**src/rtl/cla_slice_seq.sv**
```systemverilog
// cla_slice_seq
//   Slice-serial carry-lookahead result stage. A word of NSLICE 4-bit slices
//   arrives LSB slice first as per-bit propagate/generate pairs. Each slice's
//   carries are resolved by lookahead in one cycle. The slice's carry-out is
//   registered as the carry-in of the next slice. After the last slice, the
//   assembled word and its flags are presented with a valid/ready handshake.
//
// Ports
//   clk, rst          rising-edge clock, synchronous active-high reset
//   p, g [3:0]        per-bit propagate / generate of the current slice
//   cin               word carry-in (slice 0 only)
//   m                 mode, 1 = logic, 0 = arithmetic (latched on slice 0)
//   in_valid/in_ready slice input handshake
//   f [W-1:0]         result word, W = 4*NSLICE
//   cout, ovf, zero   carry out of MSB, signed overflow, f == 0
//   out_valid/out_ready result output handshake
//
// FSM states
//   state   | meaning
//   S_IDLE  | waiting for slice 0 of a new word
//   S_ACCUM | slices 1..NSLICE-1 being collected, k = next slice index
//   S_DONE  | result presented, waiting for out_ready
module cla_slice_seq #(
    parameter int NSLICE = 4
) (
    input  logic                  clk,
    input  logic                  rst,
    input  logic [3:0]            p,
    input  logic [3:0]            g,
    input  logic                  cin,
    input  logic                  m,
    input  logic                  in_valid,
    output logic                  in_ready,
    output logic [4*NSLICE-1:0]   f,
    output logic                  cout,
    output logic                  ovf,
    output logic                  zero,
    output logic                  out_valid,
    input  logic                  out_ready
);

    localparam int W  = 4 * NSLICE;
    localparam int KW = (NSLICE > 1) ? $clog2(NSLICE) : 1;

    typedef enum logic [1:0] {
        S_IDLE  = 2'd0,
        S_ACCUM = 2'd1,
        S_DONE  = 2'd2
    } state_t;

    state_t          state_q, state_d;
    logic [KW-1:0]   k_q, k_d;
    logic [W-1:0]    f_q, f_d;
    logic            carry_q, carry_d;
    logic            mode_q, mode_d;
    logic            cout_q, cout_d;
    logic            ovf_q, ovf_d;
    logic            zero_q, zero_d;

    logic            xfer;
    logic            last_slice;
    logic            word_done;
    logic            slice_cin;
    logic            slice_mode;
    logic [4:0]      c;
    logic [3:0]      h;
    logic [3:0]      sum;

    assign in_ready   = (state_q != S_DONE);
    assign out_valid  = (state_q == S_DONE);
    assign f          = f_q;
    assign cout       = cout_q;
    assign ovf        = ovf_q;
    assign zero       = zero_q;

    assign xfer       = in_valid && in_ready;
    assign last_slice = (k_q == KW'(NSLICE - 1));

    // Slice 0 takes cin/m straight from the port; later slices use the
    // registered carry and the mode latched with slice 0.
    always_comb begin
        slice_cin  = (state_q == S_IDLE) ? cin : carry_q;
        slice_mode = (state_q == S_IDLE) ? m : mode_q;
    end

    // Fully expanded lookahead: every carry is a two-level function of the
    // slice inputs and the slice carry-in. Logic mode forces all carries low.
    always_comb begin
        c[0] = slice_cin;
        c[1] = g[0] | (p[0] & slice_cin);
        c[2] = g[1] | (p[1] & g[0]) | (p[1] & p[0] & slice_cin);
        c[3] = g[2] | (p[2] & g[1]) | (p[2] & p[1] & g[0])
             | (p[2] & p[1] & p[0] & slice_cin);
        c[4] = g[3] | (p[3] & g[2]) | (p[3] & p[2] & g[1])
             | (p[3] & p[2] & p[1] & g[0])
             | (p[3] & p[2] & p[1] & p[0] & slice_cin);
        if (slice_mode) begin
            c = 5'b0;
        end
        h   = p & ~g;
        sum = h ^ c[3:0];
    end

    always_comb begin
        state_d   = state_q;
        k_d       = k_q;
        f_d       = f_q;
        carry_d   = carry_q;
        mode_d    = mode_q;
        cout_d    = cout_q;
        ovf_d     = ovf_q;
        zero_d    = zero_q;
        word_done = 1'b0;

        case (state_q)
            S_IDLE: begin
                if (xfer) begin
                    // Clear the word so slices not yet received read as 0.
                    f_d      = '0;
                    f_d[3:0] = sum;
                    mode_d   = m;
                    carry_d  = c[4];
                    if (NSLICE == 1) begin
                        word_done = 1'b1;
                    end else begin
                        k_d     = KW'(1);
                        state_d = S_ACCUM;
                    end
                end
            end
            S_ACCUM: begin
                if (xfer) begin
                    f_d[{k_q, 2'b00} +: 4] = sum;
                    carry_d = c[4];
                    if (last_slice) begin
                        word_done = 1'b1;
                    end else begin
                        k_d = k_q + KW'(1);
                    end
                end
            end
            S_DONE: begin
                if (out_ready) begin
                    state_d = S_IDLE;
                    k_d     = '0;
                end
            end
            default: begin
                state_d = S_IDLE;
                k_d     = '0;
            end
        endcase

        if (word_done) begin
            state_d = S_DONE;
            k_d     = '0;
            cout_d  = c[4];
            ovf_d   = c[3] ^ c[4];
            zero_d  = (f_d == '0);
        end
    end

    always_ff @(posedge clk) begin
        if (rst) begin
            state_q <= S_IDLE;
            k_q     <= '0;
            f_q     <= '0;
            carry_q <= 1'b0;
            mode_q  <= 1'b0;
            cout_q  <= 1'b0;
            ovf_q   <= 1'b0;
            zero_q  <= 1'b0;
        end else begin
            state_q <= state_d;
            k_q     <= k_d;
            f_q     <= f_d;
            carry_q <= carry_d;
            mode_q  <= mode_d;
            cout_q  <= cout_d;
            ovf_q   <= ovf_d;
            zero_q  <= zero_d;
        end
    end

endmodule

```
**config.mk**
```make
export PLATFORM = sky130hd
export DESIGN_NAME = cla_slice_seq
export DESIGN_NICKNAME = d
export VERILOG_FILES = /design/src/rtl/cla_slice_seq.sv
export SDC_FILE = /design/constraint.sdc
export NUM_CORES = 1
export LEC_CHECK = 0
export CORE_ASPECT_RATIO = 1.25
export CORE_MARGIN = 4
export CORE_UTILIZATION = 53
export DETAILED_ROUTE_END_ITERATION = 8
export PLACE_DENSITY = 0.85
export SETUP_SLACK_MARGIN = 0.5
export SYNTH_ARGS = -nofsm -noshare
export SYNTH_HDL_FRONTEND = slang
export SYNTH_SLANG_ARGS = --single-unit
```
**constraint.sdc**
```tcl
create_clock -name clk -period 3.1 [get_ports clk]
set_input_delay 0.465 -clock clk [delete_from_list [all_inputs] [get_ports clk]]
set_output_delay 0.465 -clock clk [all_outputs]
set_load 0.1 [all_outputs]
```
# --- Word-level counts from Yosys, hierarchy flattened ---
# Index checks and enable logic that the tools add are counted.
classes:
  add_sub_neg: 2
  eq_ne: 11
  shift: 2
  muxes: 17
  bitwise: 31
  reduce_logical: 10
op_table:
  columns: ["op", "n"]
  rows:
  - ["16-bit 2-to-1 mux", 2]
  - ["16-bit one-hot mux with 2 select lines", 1]
  - ["1-bit bitwise AND", 16]
  - ["16-bit bitwise mux", 1]
  - ["16-bit zero test", 1]
  - ["4-bit by 6-bit variable shift with 16-bit output (first input constant)", 1]
  - ["4-bit by 6-bit indexed part select with 16-bit output", 1]
  - ["2-bit one-hot mux with 3 select lines", 2]
  - ["2-bit 2-to-1 mux", 5]
  - ["2-bit inequality test (second input constant)", 5]
  - ["1-bit bitwise OR", 10]
  - ["4-bit negation with 6-bit output", 1]
  - ["3-bit AND reduction", 2]
  - ["1-bit 2-to-1 mux", 5]
  - ["5-bit 2-to-1 mux", 1]
  - ["4-bit bitwise AND", 1]
  - ["2-bit equality test (second input constant)", 2]
  - ["4-bit inverter", 1]
  - ["2-bit AND reduction", 2]
  - ["4-bit AND reduction", 1]
  - ["2-bit OR reduction", 2]
  - ["4-bit bitwise XOR", 1]
  - ["3-bit by 1-bit inequality test with 1-bit output (second input constant)", 1]
  - ["3-bit inequality test (second input constant)", 1]
  - ["7 further kinds", 7]
totals:
  ff_bits: 25
  in_bits: 14

# --- Longest topological paths before layout ---
depth:
  ltp_word: 12
  ltp_mapped: 9
  ltp_nobuf: 8

# --- Worst setup path after synthesis ---
# No wires, ideal clock.
synth_timing:
  path_type: "register to register"
  start: "register state_q[0]"
  end: "register k_q[1]"
  setup_time_ps: 115
  arrival_time_ps: 2705
  t_required_ps: 2985
  slack_ps: 280
  stages_incl_launch_ff: 10
  path_buffers: 1
  period_less_slack_ps: 2820
  cell_sequence: "dfxtp_1 > buf_6 > inv_2 > nand2_1 > inv_1 > nand2b_1 > o21a_1 > nor2_1 > a31o_2 > and2_1"
synth_between:
  elab_chain_cells: 5
  elab_cells_between_ends: 14
  cone_classes: "eq/ne: 7; mux: 3; reduce/logical: 4"
synth_lines:
  columns: ["element", "line_no", "text"]
  rows:
  - ["start, declared", "51", "state_t state_q, state_d;"]
  - ["start signal, assigned", "174", "state_q <= state_d;"]
  - ["2-bit inequality test (*)", "69", "assign in_ready = (state_q != S_DONE);"]
  - ["via in_ready", "33", "output logic in_ready,"]
  - ["1-bit logical AND (*)", "76", "assign xfer = in_valid && in_ready;"]
  - ["1-bit 2-to-1 mux", "132", "if (xfer) begin"]
  - ["1-bit 2-to-1 mux", "115", "case (state_q)"]
  - ["2-bit OR reduction (no line)", null, null]
  - ["end signal, assigned", "175", "k_q <= k_d;"]
  - ["end, declared", "52", "logic [KW-1:0] k_q, k_d;"]
# The timed path passes the listed nets; every way through them passes the cells marked *.
# A chain may end at the register's enable or synchronous reset.

# --- Final worst setup path ---
layout_timing:
  start: "register k_q[0]"
  end: "register zero_q (netlist: zero)"
layout_between:
  elab_chain_cells: 6
  elab_cells_between_ends: 11
  cone_classes: "add/sub: 1; eq/ne: 1; shift: 2; mux: 6; reduce/logical: 1"
layout_lines:
  columns: ["element", "line_no", "text"]
  rows:
  - ["4-bit negation with 6-bit output", "133", "f_d[{k_q, 2'b00} +: 4] = sum;"]
  - ["4-bit by 6-bit indexed part select with 16-bit output or 4-bit by 6-bit variable shift with 16-bit output (tied branches)", "133", null]
  - ["16-bit bitwise mux", "133", null]
  - ["16-bit 2-to-1 mux", "132", null]
  - ["16-bit one-hot mux with 2 select lines", "115", null]
  - ["16-bit zero test", "159", "zero_d = (f_d == '0);"]
  - ["end signal, assigned", "181", "zero_q <= zero_d;"]
  - ["end, declared", "58", "logic zero_q, zero_d;"]
# Parallel ways exist; a longest one is shown, timed or not.

==> metrics.md <==
| Metric | Value |
|---|---|
| DR vias | `1335` |
| Total standard cell area after synthesis | `1460 um2` |
| Wire length of the first global-routing pass | `5.78 mm` |
| Largest cells by area after synthesis | `dfxtp_1, a22oi_1, nor2_1` |
| Clock root buffer master | `clkbuf_4` |
| Ratio of cells with drive above 1 in the final layout | `0.242` |
| Vias in the first global route | `1353` |
| Maximum fanout count along the critical path | `7` |
| Routed via count divided by cell count | `5.75` |
| Achievable frequency | `431 MHz` |
| Delay of the slowest critical-path stage | `0.49 ns` |
| Number of synthesized flops with an enable pin | `0` |
| Combinational family with the most area after synthesis | `compound AO/OA/AOI/OAI gates` |
| Path category of the worst min-delay check | `reg -> reg` |
| Maximum number of pins on one net before global-route repair | `16` |
| Top-count cell post-synth | `nor2_1` |
| Max-cap violation count | `0` |
| Setup Fix Bufs, Post-CTS | `0` |
| Setup repair after global routing missed its margin | `no` |
| Inserted Clock Buffers | `3` |
| Post-Synth Simple-Gate Area | `0.236` |
| Clock tree from TritonCTS | `built` |
| #FFs+latches synth | `25` |
| Rel. slew slack | `0.611` |
| Final Max Tran Viols | `0` |
| Total chip power | `0.000665 W` |
| Initial antenna violation count | `0` |
| IR drop worst, VDD | `240 uV` |
| Yosys Warn Count | `0` |
| Asr flop ratio synth | `0` |
| Final Hold Vio Count | `0` |
| Instance count of the mapped netlist | `165` |
| Number of gates given a new drive strength after cts | `0` |
| Final worst-path cycle share | `0.748` |
| I/O pin count | `35` |
| Clock-pin slew reported for the worst setup and hold paths after clock tree synthesis | `0.15 ns` |
| Slowest library cell on the worst path | `dfxtp_1` |
| Width of the chip | `54.9 um` |
| Status | `finished clean` |
| Class of the most critical setup path | `reg -> reg` |
| Maximum clock skew at final layout | `0.00480 ns` |
| Area growth from synthesis to final layout | `23.0%` |
| Kind of start point of the critical path | `flip-flop` |
| Fraction of synthesized area in multiplexers | `0.0361` |
| Worst Hold Slack | `0.479 ns` |
| Arrival time reported for the critical path endpoint | `2.55 ns` |
| Buf+Inv Stages, Crit Path | `1` |
| Clk buf depth | `2` |
| Nets in the synthesized netlist | `184` |
| Total number of cells along the worst setup path | `8` |
| Count of antenna-violating nets left after detailed routing | `0` |
| Drt drc | `0` |
| Total grt overflow | `0` |
| Number of violations reported at the end of detailed-routing iteration 0 | `30` |
| Synth Area in XOR/XNOR | `0.0396` |
| CP Cell Sequence | `inv_1 > ha_1 > nand4b_1 > nor4_2 > or2_1 > o21ai_2 > nor4b_2 > a22o_1` |
| Leakage power of the design | `0.689 nW` |
| Avg WL per Cell | `15.2 um` |
| Number of standard-cell rows in the floorplan | `21` |
| Number of nets in the final layout | `218` |
| CTS hold repair buffers | `0` |
| Fraction of synthesized cell area taken by the top area cell type | `0.344` |
| Starting density of the core | `0.548` |
| H-tree levels | `1` |
| Part of the Yosys area used for sequential elements | `0.344` |
| Inserted Diodes | `0` |
| Path depth of the worst reg2reg path | `8` |
| Mean instance size in the synthesized netlist | `8.82 um2` |
| # fillers | `228` |
| Setup Total Neg Slack | `0 ns` |
| Power per cell area | `371 nW/um2` |
| Vertical extent of the die | `66.6 um` |
| Unique cell type count in the Yosys netlist | `47` |
| WP data required | `3.34 ns` |
| Cell accounting for the most synthesized area | `dfxtp_1` |
| Number of endpoints failing setup at the final stage | `0` |
| Final period demand of the worst path | `2.32 ns` |
| Main flop type after synthesis | `dfxtp_1` |
| Worst slew pin tran | `0.582 ns` |
| Post-synthesis compound-gate area fraction | `0.257` |
| Overall Global Routing Usage | `0.211` |
| Final Wtd Congestion | `0.861` |
| Number of sinks on the clock net | `25` |
| Clk_lat worst skew | `0.33 ns` |
| Iteration count of the initial detailed-routing pass | `4` |
| Worst Hold Depth | `2` |
| Total wirelength of the detailed-routed design | `3.54 mm` |
| Port buffer count | `34` |
| Worst path top cell family by delay | `simple AND/OR/NAND/NOR gates` |
| Area of the die | `3650 um2` |
| Detailed placement HPWL | `2.82 mm` |
| Kind of end point of the critical path | `flip-flop` |
| Floorplan core area | `2650 um2` |
| Most common library cells after synthesis | `nor2_1, dfxtp_1, a22oi_1` |
| Post-Synth Adder-Cell Area | `0.0430` |
-- cell usage in the layout (no fill, tap or decap), drive strengths merged, types with 2 or more instances in the layout --
cell type / instances
xnor2: 4
clkinvlp: 2
mux2i: 4
nor2b: 6
o211ai: 3
nand2b: 4
inv: 6
o21a: 2
or2: 2
o31ai: 4
nand2: 8
dfxtp: 25
a22oi: 17
a21oi: 6
clkbuf: 3
nand3: 3
buf: 22
clkdlybuf4s50: 13
nor2: 28
o21ai: 10
a31oi: 2
nor3: 5
ha: 5
-- cells by family (layout without fill, tap and decap cells) --
logic type	Yosys count	in the layout
buf+inv	13	46
mux	4	4
flops	25	25
compound gates	50	50
simple gates	64	64
xor+xnor	4	4
fa+ha+maj	5	5
-- routing by layer --
layer,track usage,vias up,wire (um)
met1,0.240,630,1390
met3,0.0291,4,160
met2,0.386,38,1960
met4,0.0654,0,26
li1,-,663,-
met5,0,-,0
-- report_power, final --
| group | internal, W | switching [W] |
|---|---|---|
| Combinational | 0.0000640 | 0.000103 |
| Clock | 0.0000494 | 0.000107 |
| Sequential | 0.000330 | 0.0000114 |
| Total | 0.000443 | 0.000222 |
-- worst paths after layout --
path	start	endpoint	slack, ns
setup / recovery	k_q[0]	zero	0.78
hold / removal	cout	cout	0.48
setup reg to reg	k_q[0]	zero	0.78
hold reg to reg	cout	cout	0.48
-- sequential cells by signal, summed over array words and instances, names as in the netlist --
signal and flops:
f 16, ovf 1, state_q 2, cout 1
mode_q 1, carry_q 1, zero 1, k_q 2
-- area by class of cell --
| class | instances | area [um2] | area share |
|---|---|---|---|
| Clock inverter | 1 | 7.51 | 0.00419 |
| Clock buffer | 3 | 22.5 | 0.0126 |
| Timing Repair Buffer | 35 | 295 | 0.165 |
| Multi-Input combinational cell | 127 | 892 | 0.498 |
| Inverter | 7 | 30.0 | 0.0168 |
| Sequential cell | 25 | 500 | 0.280 |
| Tap cell | 34 | 42.5 | 0.0238 |
-- worst register-to-register path, stage by stage, from the launching register on --
cell	delay, ns
dfxtp_1	0.49
inv_1	0.14
ha_1	0.40
nand4b_1	0.16
nor4_2	0.44
or2_1	0.21
o21ai_2	0.05
nor4b_2	0.17
a22o_1	0.18
-- stage by stage --
stage / instances / instance area, um2 / worst slack (ns) / utilization
3_3_place_gp: 228 / 1760 / 0.733 / 0.663
2_1_floorplan: 165 / 1460 / 0.608 / -
6_report: 232 / 1790 / 0.782 / 0.675
5_1_grt: 232 / 1790 / 0.643 / 0.675
3_5_place_dp: 228 / 1760 / 0.680 / 0.663
4_1_cts: 232 / 1790 / 0.785 / 0.675
Power figures use the tool's default switching activity.
